$ cat src/rtl/imm_extend_pipe.sv
// imm_extend_pipe
//   Decode-stage immediate generator. Decodes the RV32/RV64 immediate
//   formats (I/S/B/J/U/shamt) from a raw instruction word and sign-extends
//   the result to XLEN. The result sits behind a two-entry skid buffer
//   (main + skid register).
//
//   Optional feature macro: IMM_EXTEND_RVC_EN
//     defined   : codes 110 (CI) and 111 (CJ) decode compressed immediates
//     undefined : codes 110/111 are reserved (out_imm = 0, out_err = 1) and
//                 no compressed decode logic exists
//
//   Handshake (both sides):
//     - A beat moves only on a clock edge where valid && ready are both high.
//     - A producer holding valid high keeps its payload stable until it moves.
//     - in_ready depends only on the skid register and reset, never on
//       out_ready, so there is no combinational ready path through the block.
//     - out_* payload is held while out_valid && !out_ready.
//
//   Parameters: XLEN (32 or 64), TAG_W (side-band tag width).

module imm_extend_pipe #(
    parameter int XLEN  = 32,
    parameter int TAG_W = 5
) (
    input  logic             clk,
    input  logic             reset,
    input  logic             in_valid,
    output logic             in_ready,
    input  logic [31:0]      in_instr,
    input  logic [2:0]       in_immc,
    input  logic [TAG_W-1:0] in_tag,
    output logic             out_valid,
    input  logic             out_ready,
    output logic [XLEN-1:0]  out_imm,
    output logic [TAG_W-1:0] out_tag,
    output logic             out_err
);

    // Immediate format select codes
    localparam logic [2:0] FMT_I     = 3'b000;
    localparam logic [2:0] FMT_S     = 3'b001;
    localparam logic [2:0] FMT_B     = 3'b010;
    localparam logic [2:0] FMT_J     = 3'b011;
    localparam logic [2:0] FMT_U     = 3'b100;
    localparam logic [2:0] FMT_SHAMT = 3'b101;
`ifdef IMM_EXTEND_RVC_EN
    localparam logic [2:0] FMT_CI    = 3'b110;
    localparam logic [2:0] FMT_CJ    = 3'b111;
`endif

    // Sign bit shared by all 32-bit formats
    logic sgn;
    assign sgn = in_instr[31];

    // Decoded value. Every format fits in 32 bits already sign- or
    // zero-extended, so widening to XLEN is a plain sign extension of ext32
    // (shamt has bit 31 clear, so it widens with zeros).
    logic [31:0]     ext32;
    logic            dec_err;
    logic [XLEN-1:0] dec_imm;

    // Opcode/low bits never contribute to an immediate in the default build
    logic unused_instr_bits;
    assign unused_instr_bits = ^in_instr[6:0];

    // Combinational format decode on the input side
    always_comb begin
        ext32   = '0;
        dec_err = 1'b0;
        case (in_immc)
            FMT_I: begin
                ext32 = {{20{sgn}}, in_instr[31:20]};
            end
            FMT_S: begin
                ext32 = {{20{sgn}}, in_instr[31:25], in_instr[11:7]};
            end
            FMT_B: begin
                ext32 = {{19{sgn}}, in_instr[31], in_instr[7],
                         in_instr[30:25], in_instr[11:8], 1'b0};
            end
            FMT_J: begin
                ext32 = {{11{sgn}}, in_instr[31], in_instr[19:12],
                         in_instr[20], in_instr[30:21], 1'b0};
            end
            FMT_U: begin
                ext32 = {in_instr[31:12], 12'b0};
            end
            FMT_SHAMT: begin
                // RV64 shifts use a 6-bit amount, RV32 a 5-bit one
                if (XLEN == 64) begin
                    ext32 = {26'b0, in_instr[25:20]};
                end else begin
                    ext32 = {27'b0, in_instr[24:20]};
                end
            end
`ifdef IMM_EXTEND_RVC_EN
            FMT_CI: begin
                // c.addi / c.li: 6-bit signed immediate
                ext32 = {{26{in_instr[12]}}, in_instr[12], in_instr[6:2]};
            end
            FMT_CJ: begin
                // c.j / c.jal: imm[11|10|9:8|7|6|5|4|3:1|0]
                ext32 = {{20{in_instr[12]}}, in_instr[12], in_instr[8],
                         in_instr[10:9], in_instr[6], in_instr[7],
                         in_instr[2], in_instr[11], in_instr[5:3], 1'b0};
            end
`endif
            default: begin
                // Reserved code: report it and drive a zero immediate
                ext32   = '0;
                dec_err = 1'b1;
            end
        endcase
    end

    // Widen the 32-bit result to the configured XLEN
    assign dec_imm = XLEN'($signed(ext32));

    // Buffer storage: main drives the outputs, skid absorbs one stalled beat
    logic             main_valid;
    logic [XLEN-1:0]  main_imm;
    logic [TAG_W-1:0] main_tag;
    logic             main_err;

    logic             skid_valid;
    logic [XLEN-1:0]  skid_imm;
    logic [TAG_W-1:0] skid_tag;
    logic             skid_err;

    logic accept;
    logic main_free;

    assign in_ready  = !skid_valid && !reset;
    assign accept    = in_valid && in_ready;
    // Main can take a new beat this edge when it is empty or being popped
    assign main_free = !main_valid || out_ready;

    // Main/skid register update: refill main from skid first, else from input
    always_ff @(posedge clk or posedge reset) begin
        if (reset) begin
            main_valid <= 1'b0;
            main_imm   <= '0;
            main_tag   <= '0;
            main_err   <= 1'b0;
            skid_valid <= 1'b0;
            skid_imm   <= '0;
            skid_tag   <= '0;
            skid_err   <= 1'b0;
        end else begin
            if (main_free) begin
                if (skid_valid) begin
                    // Older stalled beat goes first; in_ready is low here
                    main_valid <= 1'b1;
                    main_imm   <= skid_imm;
                    main_tag   <= skid_tag;
                    main_err   <= skid_err;
                    skid_valid <= 1'b0;
                end else if (accept) begin
                    main_valid <= 1'b1;
                    main_imm   <= dec_imm;
                    main_tag   <= in_tag;
                    main_err   <= dec_err;
                end else begin
                    main_valid <= 1'b0;
                end
            end else if (accept) begin
                // Main is stalled: park the incoming beat in the skid slot
                skid_valid <= 1'b1;
                skid_imm   <= dec_imm;
                skid_tag   <= in_tag;
                skid_err   <= dec_err;
            end
        end
    end

    assign out_valid = main_valid;
    assign out_imm   = main_imm;
    assign out_tag   = main_tag;
    assign out_err   = main_err;

endmodule

$ cat config.mk
export PLATFORM = sky130hd
export DESIGN_NAME = imm_extend_pipe
export DESIGN_NICKNAME = d
export VERILOG_FILES = /design/src/rtl/imm_extend_pipe.sv
export SDC_FILE = /design/constraint.sdc
export NUM_CORES = 1
export LEC_CHECK = 0
export CAP_MARGIN = 20
export CORE_UTILIZATION = 33
export DETAILED_ROUTE_END_ITERATION = 8
export PLACE_DENSITY = 0.65
export SKIP_CTS_REPAIR_TIMING = 1
export SYNTH_ARGS = -nofsm -noshare
export SYNTH_HDL_FRONTEND = slang
export SYNTH_SLANG_ARGS = --single-unit
$ cat constraint.sdc
create_clock -name clk -period 5.85 [get_ports clk]
set_input_delay 0.8775 -clock clk [delete_from_list [all_inputs] [get_ports clk]]
set_output_delay 0.8775 -clock clk [all_outputs]
set_load 0.01 [all_outputs]
Word level (Yosys, flattened, before mapping)
Index checks and enable logic that the tools add are counted.

storage, ports and cells
  register bits = 78
  logic and storage cells = 38
  input bits = 44
  output and inout bits = 40

cells by class
  reductions and logical operators = 12
  equal/unequal tests = 5
  bitwise logic cells = 1
  mux-type cells = 12

operator list
  cell                                                             count
  32-bit case mux with 6 select lines                              1
  32-bit two-way mux                                               2
  5-bit two-way mux                                                2
  1-bit two-way mux                                                7
  3-bit by 2-bit == test with 1-bit output, second input constant  2
  3-bit == test, second input constant                             2
  6-bit OR reduction                                               1
  2-bit AND reduction                                              2
  2-bit nonzero test                                               2
  3-bit by 1-bit == test with 1-bit output, second input constant  1
  1-bit logical NOT                                                3
  3-bit logical NOT                                                1
  1-bit logical AND                                                2
  1-bit logical OR                                                 1
  1-bit NOT                                                        1

Depth between registers and ports, before layout
Gate-level depths: netlist of the first run.

  word-level depth = 5
  gate-level depth with buffers = 7
  gate-level depth less buffers = 4

Worst setup path after synthesis of the first run
No wires, ideal clock.

  path kind = input-to-reg
  start point = input reset
  end point = register skid_imm[10]
  arrival = 3456 ps
  path buffers = 2
  stages on the path = 6
  required time = 5717 ps
  slack = 2261 ps
  cell sequence = inv_1 nand4b_2 buf_4 buf_4 nand2_1 o21ai_0

on the way
  longest elaborated chain between the ends = 4

ends and longest elaborated chain
  item                           line  source
  from (decl)                    26    input logic reset,
  1-bit logical NOT (no line)    --
  1-bit logical AND              133   assign in_ready = !skid_valid && !reset;
  1-bit logical AND              134   assign accept = in_valid && in_ready;
  2-bit AND reduction (no line)  --
  to (signal assigned)           169   skid_imm <= dec_imm;
  to (decl)                      126   logic [XLEN-1:0] skid_imm;

No other way between the ends.
A chain may end at the register's enable or synchronous reset.

Worst setup path in the final report of the first run
  start point = input out_ready
  end point = register main_imm[18], in the netlist out_imm[18]

on the way
  longest elaborated chain between the ends = 2

ends and longest elaborated chain
  item                           line  source
  from (decl)                    33    input logic out_ready,
  1-bit logical OR               136   assign main_free = !main_valid || out_ready;
  2-bit AND reduction (no line)  --
  to (signal assigned)           154   main_imm <= skid_imm;
  to (signal assigned)           160   main_imm <= dec_imm;
  to (decl)                      121   logic [XLEN-1:0] main_imm;

No other way between the ends.

==> results of run 1 <==
cell type report:
type / count / area (um^2) / area share, %
antenna: 1 / 2.50 / 0.0509
inverter: 3 / 12.5 / 0.255
tap: 140 / 175 / 3.56
multi-input combinational: 285 / 1610 / 32.7
timing repair buffer: 84 / 845 / 17.2
clock buffer: 13 / 280 / 5.70
clock inverter: 3 / 40.0 / 0.814
sequential: 78 / 1950 / 39.7
registers in the layout (all words and copies together), names as in the netlist:
name / cells
out_err: 1
out_imm: 32
out_tag: 5
out_valid: 1
skid_err: 1
skid_imm: 32
skid_tag: 5
skid_valid: 1
kinds of logic after synthesis:
logic type	Yosys count	synth area share, %
mux	30	8.53
simple gates	107	12.1
xor+xnor	1	0.234
compound gates	147	22.0
buf+inv	37	4.92
flops	78	52.2
worst min-delay path, stage by stage (launching register included):
cell	delay, ps
dfrtp_1	340
nand2_1	40
o21ai_0	60
cells in the mapped netlist:
master	count	share of area, %
nand4b_2	1	0.40
dfrtp_1	78	52
buf_6	1	0.30
mux2i_1	15	4.0
nor3_1	1	0.13
o22ai_1	3	0.50
inv_1	1	0.10
nor2b_1	4	0.67
nand2b_1	4	0.67
nand2_1	77	7.7
a311oi_1	4	0.94
buf_1	2	0.20
and2_1	1	0.17
o21ai_0	72	9.6
buf_2	11	1.5
nand3_1	8	1.1
a31oi_1	5	0.84
clkbuf_1	13	1.3
mux2_2	15	4.5
nor2_1	9	0.90
or2_2	2	0.33
o21ai_2	1	0.23
clkinv_1	1	0.10
a21boi_0	1	0.20
o21a_1	1	0.20
o22a_1	8	1.9
o211ai_1	8	1.6
buf_4	6	1.2
xor2_1	1	0.23
a211oi_1	2	0.40
inv_2	1	0.10
clkbuf_2	1	0.13
a21oi_1	40	5.4
o21ai_1	2	0.27
metal layers:
| metal | GRT usage (%) | vias to the layer above | wire, um |
|---|---|---|---|
| li1 | - | 1532 | - |
| met1 | 23.9 | 1541 | 4460 |
| met2 | 26.7 | 102 | 4400 |
| met3 | 3.56 | 13 | 568 |
| met4 | 9.46 | 0 | 227 |
| met5 | 0 | - | 0 |
placed cells by master (no fill, tap or decap), drive strengths merged:
| master | n |
|---|---|
| clkinv | 4 |
| bufinv | 1 |
| dfrtp | 78 |
| mux2 | 15 |
| o211ai | 8 |
| xor2 | 1 |
| inv | 1 |
| a31oi | 5 |
| mux2i | 15 |
| nand2 | 77 |
| diode | 1 |
| o21ai | 75 |
| nor2b | 4 |
| nor2 | 9 |
| a311oi | 4 |
| o22a | 8 |
| nand3 | 8 |
| a211oi | 2 |
| clkbuf | 13 |
| o21a | 1 |
| nand4b | 1 |
| nand2b | 4 |
| a21oi | 40 |
| buf | 8 |
| clkdlybuf4s50 | 76 |
| or2 | 2 |
| and2 | 1 |
| o22ai | 3 |
| nor3 | 1 |
| a21boi | 1 |
stage by stage:
| stage | total power [mW] | setup WS (ps) | cells |
|---|---|---|---|
| 3_3_place_gp | 1.10 | 2100 | 588 |
| 5_1_grt | 1.79 | 2550 | 606 |
| 6_report | 1.69 | 2710 | 607 |
| 4_1_cts | 1.71 | 2700 | 606 |
| 2_1_floorplan | 0.915 | 2260 | 400 |
| 3_5_place_dp | 1.12 | 2330 | 590 |
final timing paths:
kind / from / end / slack [ps] / cells after the start
setup / recovery: out_ready / out_imm[18] / 2710 / 5
hold / removal: skid_imm[25] / skid_imm[25] / 470 / 2
setup reg to reg: out_valid / out_imm[18] / 3340 / 4
hold reg to reg: skid_imm[25] / skid_imm[25] / 470 / 2
max in group asynchronous: reset / out_imm[5] / 3920 / 3
min in group asynchronous: reset / out_imm[19] / 1240 / 3
report_power, final:
| part | internal, mW | switching (mW) | total (mW) |
|---|---|---|---|
| registers | 0.658 | 0.0611 | 0.719 |
| clock network | 0.375 | 0.217 | 0.592 |
| logic | 0.202 | 0.180 | 0.382 |
| total | 1.24 | 0.458 | 1.69 |
==> impl_results.md, run 1 <==
- Synth warnings: 0
- CP top delay family: compound AO/OA/AOI/OAI gates
- Peak supply drop: roughly 0.00013 V
- Worst-Margin Slew: between 1000 and 1500 ps
- Clk root buf: clkbuf_16
- Number of global-route vias before repair: between 3000 and 4000
- Final-report hold violation count: 0
- Final Slew Violations: 0
- Setup Viol. Count Final: 0
- DRC: 0
- Slew margin rel.: between 30% and 40%
- Setup TNS: 0 ps
- Dpl cell area: 4590 um^2
- RePlAce Congestion: around 0.75
- Initial core utilization: 34.2%
- Fillers: between 1000 and 1500
- Syn avg cell area: 9.35 um^2
- Leak pwr: around 2.1 nW
- Clock Sinks: 78
- Crit-path cells: clkdlybuf4s50_1, nand2b_1, o21a_1, nand2_1, o211ai_1
- Detailed placement HPWL: between 6000 and 7000 um
- Worst-Skew Late Latency: 340 ps
- Critical path buffers and inverters: 1
- Syn Nets: 444
- Outcome: complete, no violations
- TritonCTS clock tree: built
- Num CTS Buffers: 9
- Setup CP Type: primary input to register
- Routed wire per std cell: 15.9 um
- Initial drt markers: 130
- Routed Antenna Nets: 0
- CP startpoint kind: primary input
- Min-delay worst type: register to register
- CP max FO: 26
- Share of cells above drive strength 1: 9.87%
- Synth unique cells: 34
- Clock buffer depth: 2
- Area delta synth->final: 31.4%
- First-pass DRT Iterations: 5
- Max-Cap Viols: 0
- Final period utilization: a little over half
- Input/output buffers: 76
- Die Ht: about 110 um
- Die area: 11800 um^2
- Largest net degree at the start of global routing: a little under 80
- Arrival @ worst endpoint: roughly 3400 ps
- Fmax: 319 MHz
- Crit. End Element: register
- Reg clk slew, reported paths: roughly 60 ps
- Synth Instances: 400
- Vias per cell: approximately 5.3
- Final core area utilization: between 40% and 50%
- CP max stage delay: about 900 ps
- CTS HTree Levels: 3
- Register area share after synthesis: 52.2%
- P per Cell Area: ~340 nW/um^2
- Minimum clock period: 3140 ps
- Post-layout nets: 505
- Row count: 38
- Global-route wire length before repair: 15700 um
- Routed wire length: 9650 um
- Core footprint: 10900 um^2
- #FFs+latches synth: roughly 80
- Hold slack: 472 ps
- Gr ovfl total: 0
- Post-Syn Area: 3740 um^2
- Initial antenna violation count: 0
- Die width: about 110 um
- Cell area after layout: 4920 um^2
- Required @ worst endpoint: roughly 6000 ps
- Worst Skew: slightly above 5 ps
- Via count: around 3200
- I/O pin cnt: 84
- Global Route Usage Sum: between 15 and 20%
- CP max stage cell: o21a_1
- RSZ-0062 raised after global routing: false
Power figures use the tool's default switching activity.
==> run 2: changes to the inputs <==
Settings changed: PLACE_DENSITY 0.65 to 0.67.
Clock period 5.85 ns to 2.5 ns, I/O delays scaled along.
==> run 2 against run 1 <==
Net effect: sequential power is 140% higher; cell area grew 1.7%; register-to-register slack lost 2500 ps; flip-flop and latch count unchanged; clock power rose to 2.5 times the previous value; wire length fell by 0.29%.
==> impl_results.md, run 2 (synthesis results as in run 1) <==
- Minimum clock period: a little under 2000 ps
- CP Launch Point: reset
- Min-delay worst type: register to register
- Worst R2R Path Depth: 5
- I/O pin cnt: 84
- Row count: 38
- Area delta synth->final: 33.7%
- Max-Cap Viols: 0
- Num CTS Buffers: 9
- First-pass DRT Iterations: 4
- Initial drt markers: 180
- Final WS setup: 562 ps
- TritonCTS clock tree: built
- Input/output buffers: 76
- Initial core utilization: between 30 and 40%
- Global-route wire length before repair: approximately 16000 um
- Core footprint: roughly 11000 um^2
- ANT cells: 0
- Hold_sp: skid_imm[21]
- Die area: roughly 12000 um^2
- Gr ovfl total: 0
- Routed Antenna Nets: 0
- CP max FO: 3
- Clock Sinks: 78
- Setup Viol. Count Final: 0
- DRC: 0
- Routed wire length: between 9000 and 10000 um
- Die width: about 110 um
- Vias per cell: ~5.2
- Clk root buf: clkbuf_16
- Most common library cell in the layout ignoring fill and taps: dfrtp_1
- Die Ht: 108 um
- P per Cell Area: roughly 820 nW/um^2
- Final Slew Violations: 0
- Most frequent cells in the layout: dfrtp_1, nand2_1, clkdlybuf4s50_1
- Crit. End Element: primary output
- Peak supply drop: 0.000365 V
- Required @ worst endpoint: between 2000 and 2500 ps
- Leak pwr: 2.09 nW
- CTS HTree Levels: 3
- Final-report hold violation count: 0
- Slew margin rel.: 34.8%
- CP startpoint kind: primary input
- Reg clk slew, reported paths: ~60 ps
- Arrival @ worst endpoint: about 1600 ps
- Worst Skew: roughly 5.3 ps
- Setup CP Type: primary input to primary output
- Initial antenna violation count: 0
- Detailed placement HPWL: 6360 um
- Post-layout nets: between 500 and 600
- RSZ-0062 raised after global routing: false
- Largest net degree at the start of global routing: 79
- Via count: between 3000 and 4000
- Global Route Usage Sum: between 10% and 20%
- Fmax: roughly 520 MHz
- Outcome: complete, no violations
- Worst-Skew Late Latency: 330 ps
- Final core area utilization: 45.7%
- Number of global-route vias before repair: 3120
- Post-Place Setup Slack: 284 ps
- Worst R2R Start: skid_valid
- Clock buffer depth: 2
- Worst-Margin Slew: a little under 1000 ps
- RePlAce Congestion: between 0.7 and 0.8
- Share of cells above drive strength 1: ~11%
- Final period utilization: 77.5%
- Routed wire per std cell: 15.7 um
- WHS Path Cells: 2
[run 2: cell types whose count changed in the layout (fill, tap and decap cells not counted), sizes merged]
cell,change
buf,+6
clkbuf,-4
bufinv,+2
clkinvlp,+2
diode,-1
[run 2: metal layers]
metal | vias to the layer above | global-route usage [%] | wire, um
met1 | 1560 | 22.7 | 4220
li1 | 1538 | - | -
met5 | - | 0 | 0
met3 | 14 | 4.64 | 591
met2 | 97 | 27.0 | 4600
met4 | 0 | 6.66 | 221
[run 2: stage by stage]
stage          TNS [ps]  power [mW]  cells  hold slack [ps]  instance area (um^2)
2_1_floorplan     -85.7        2.14    400              445                  3760
3_3_place_gp          0        2.59    596              458                  4660
3_5_place_dp          0        2.63    596              466                  4660
4_1_cts               0        4.12    612              479                  5000
5_1_grt               0        4.30    612              503                  5000
6_report              0        4.08    612              474                  5000
[run 2: final timing paths]
kind	to	slack (ps)
max	in_ready	560
min	skid_imm[21]	470
max reg2reg	skid_imm[24]	830
min reg2reg	skid_imm[21]	470
max in group asynchronous	out_imm[2]	1040
min in group asynchronous	skid_valid	840
[run 2: worst max-delay path: stages]
cell	delay [ps]
clkdlybuf4s50_1	480
nor2_1	160
clkdlybuf4s50_1	550
[run 2: cell type report]
class	instances	area (um^2)
clock buffers	9	225
clock inverters	7	113
fillers	1050	5930
inverters	3	15.0
multi-input cells	285	1620
flip-flops and latches	78	1950
well taps	140	175
repair buffers	90	903
[run 2: power by group]
group	internal (mW)	switching [mW]
registers	1.54	0.147
clock network	0.969	0.507
logic	0.486	0.427
total	3.00	1.08
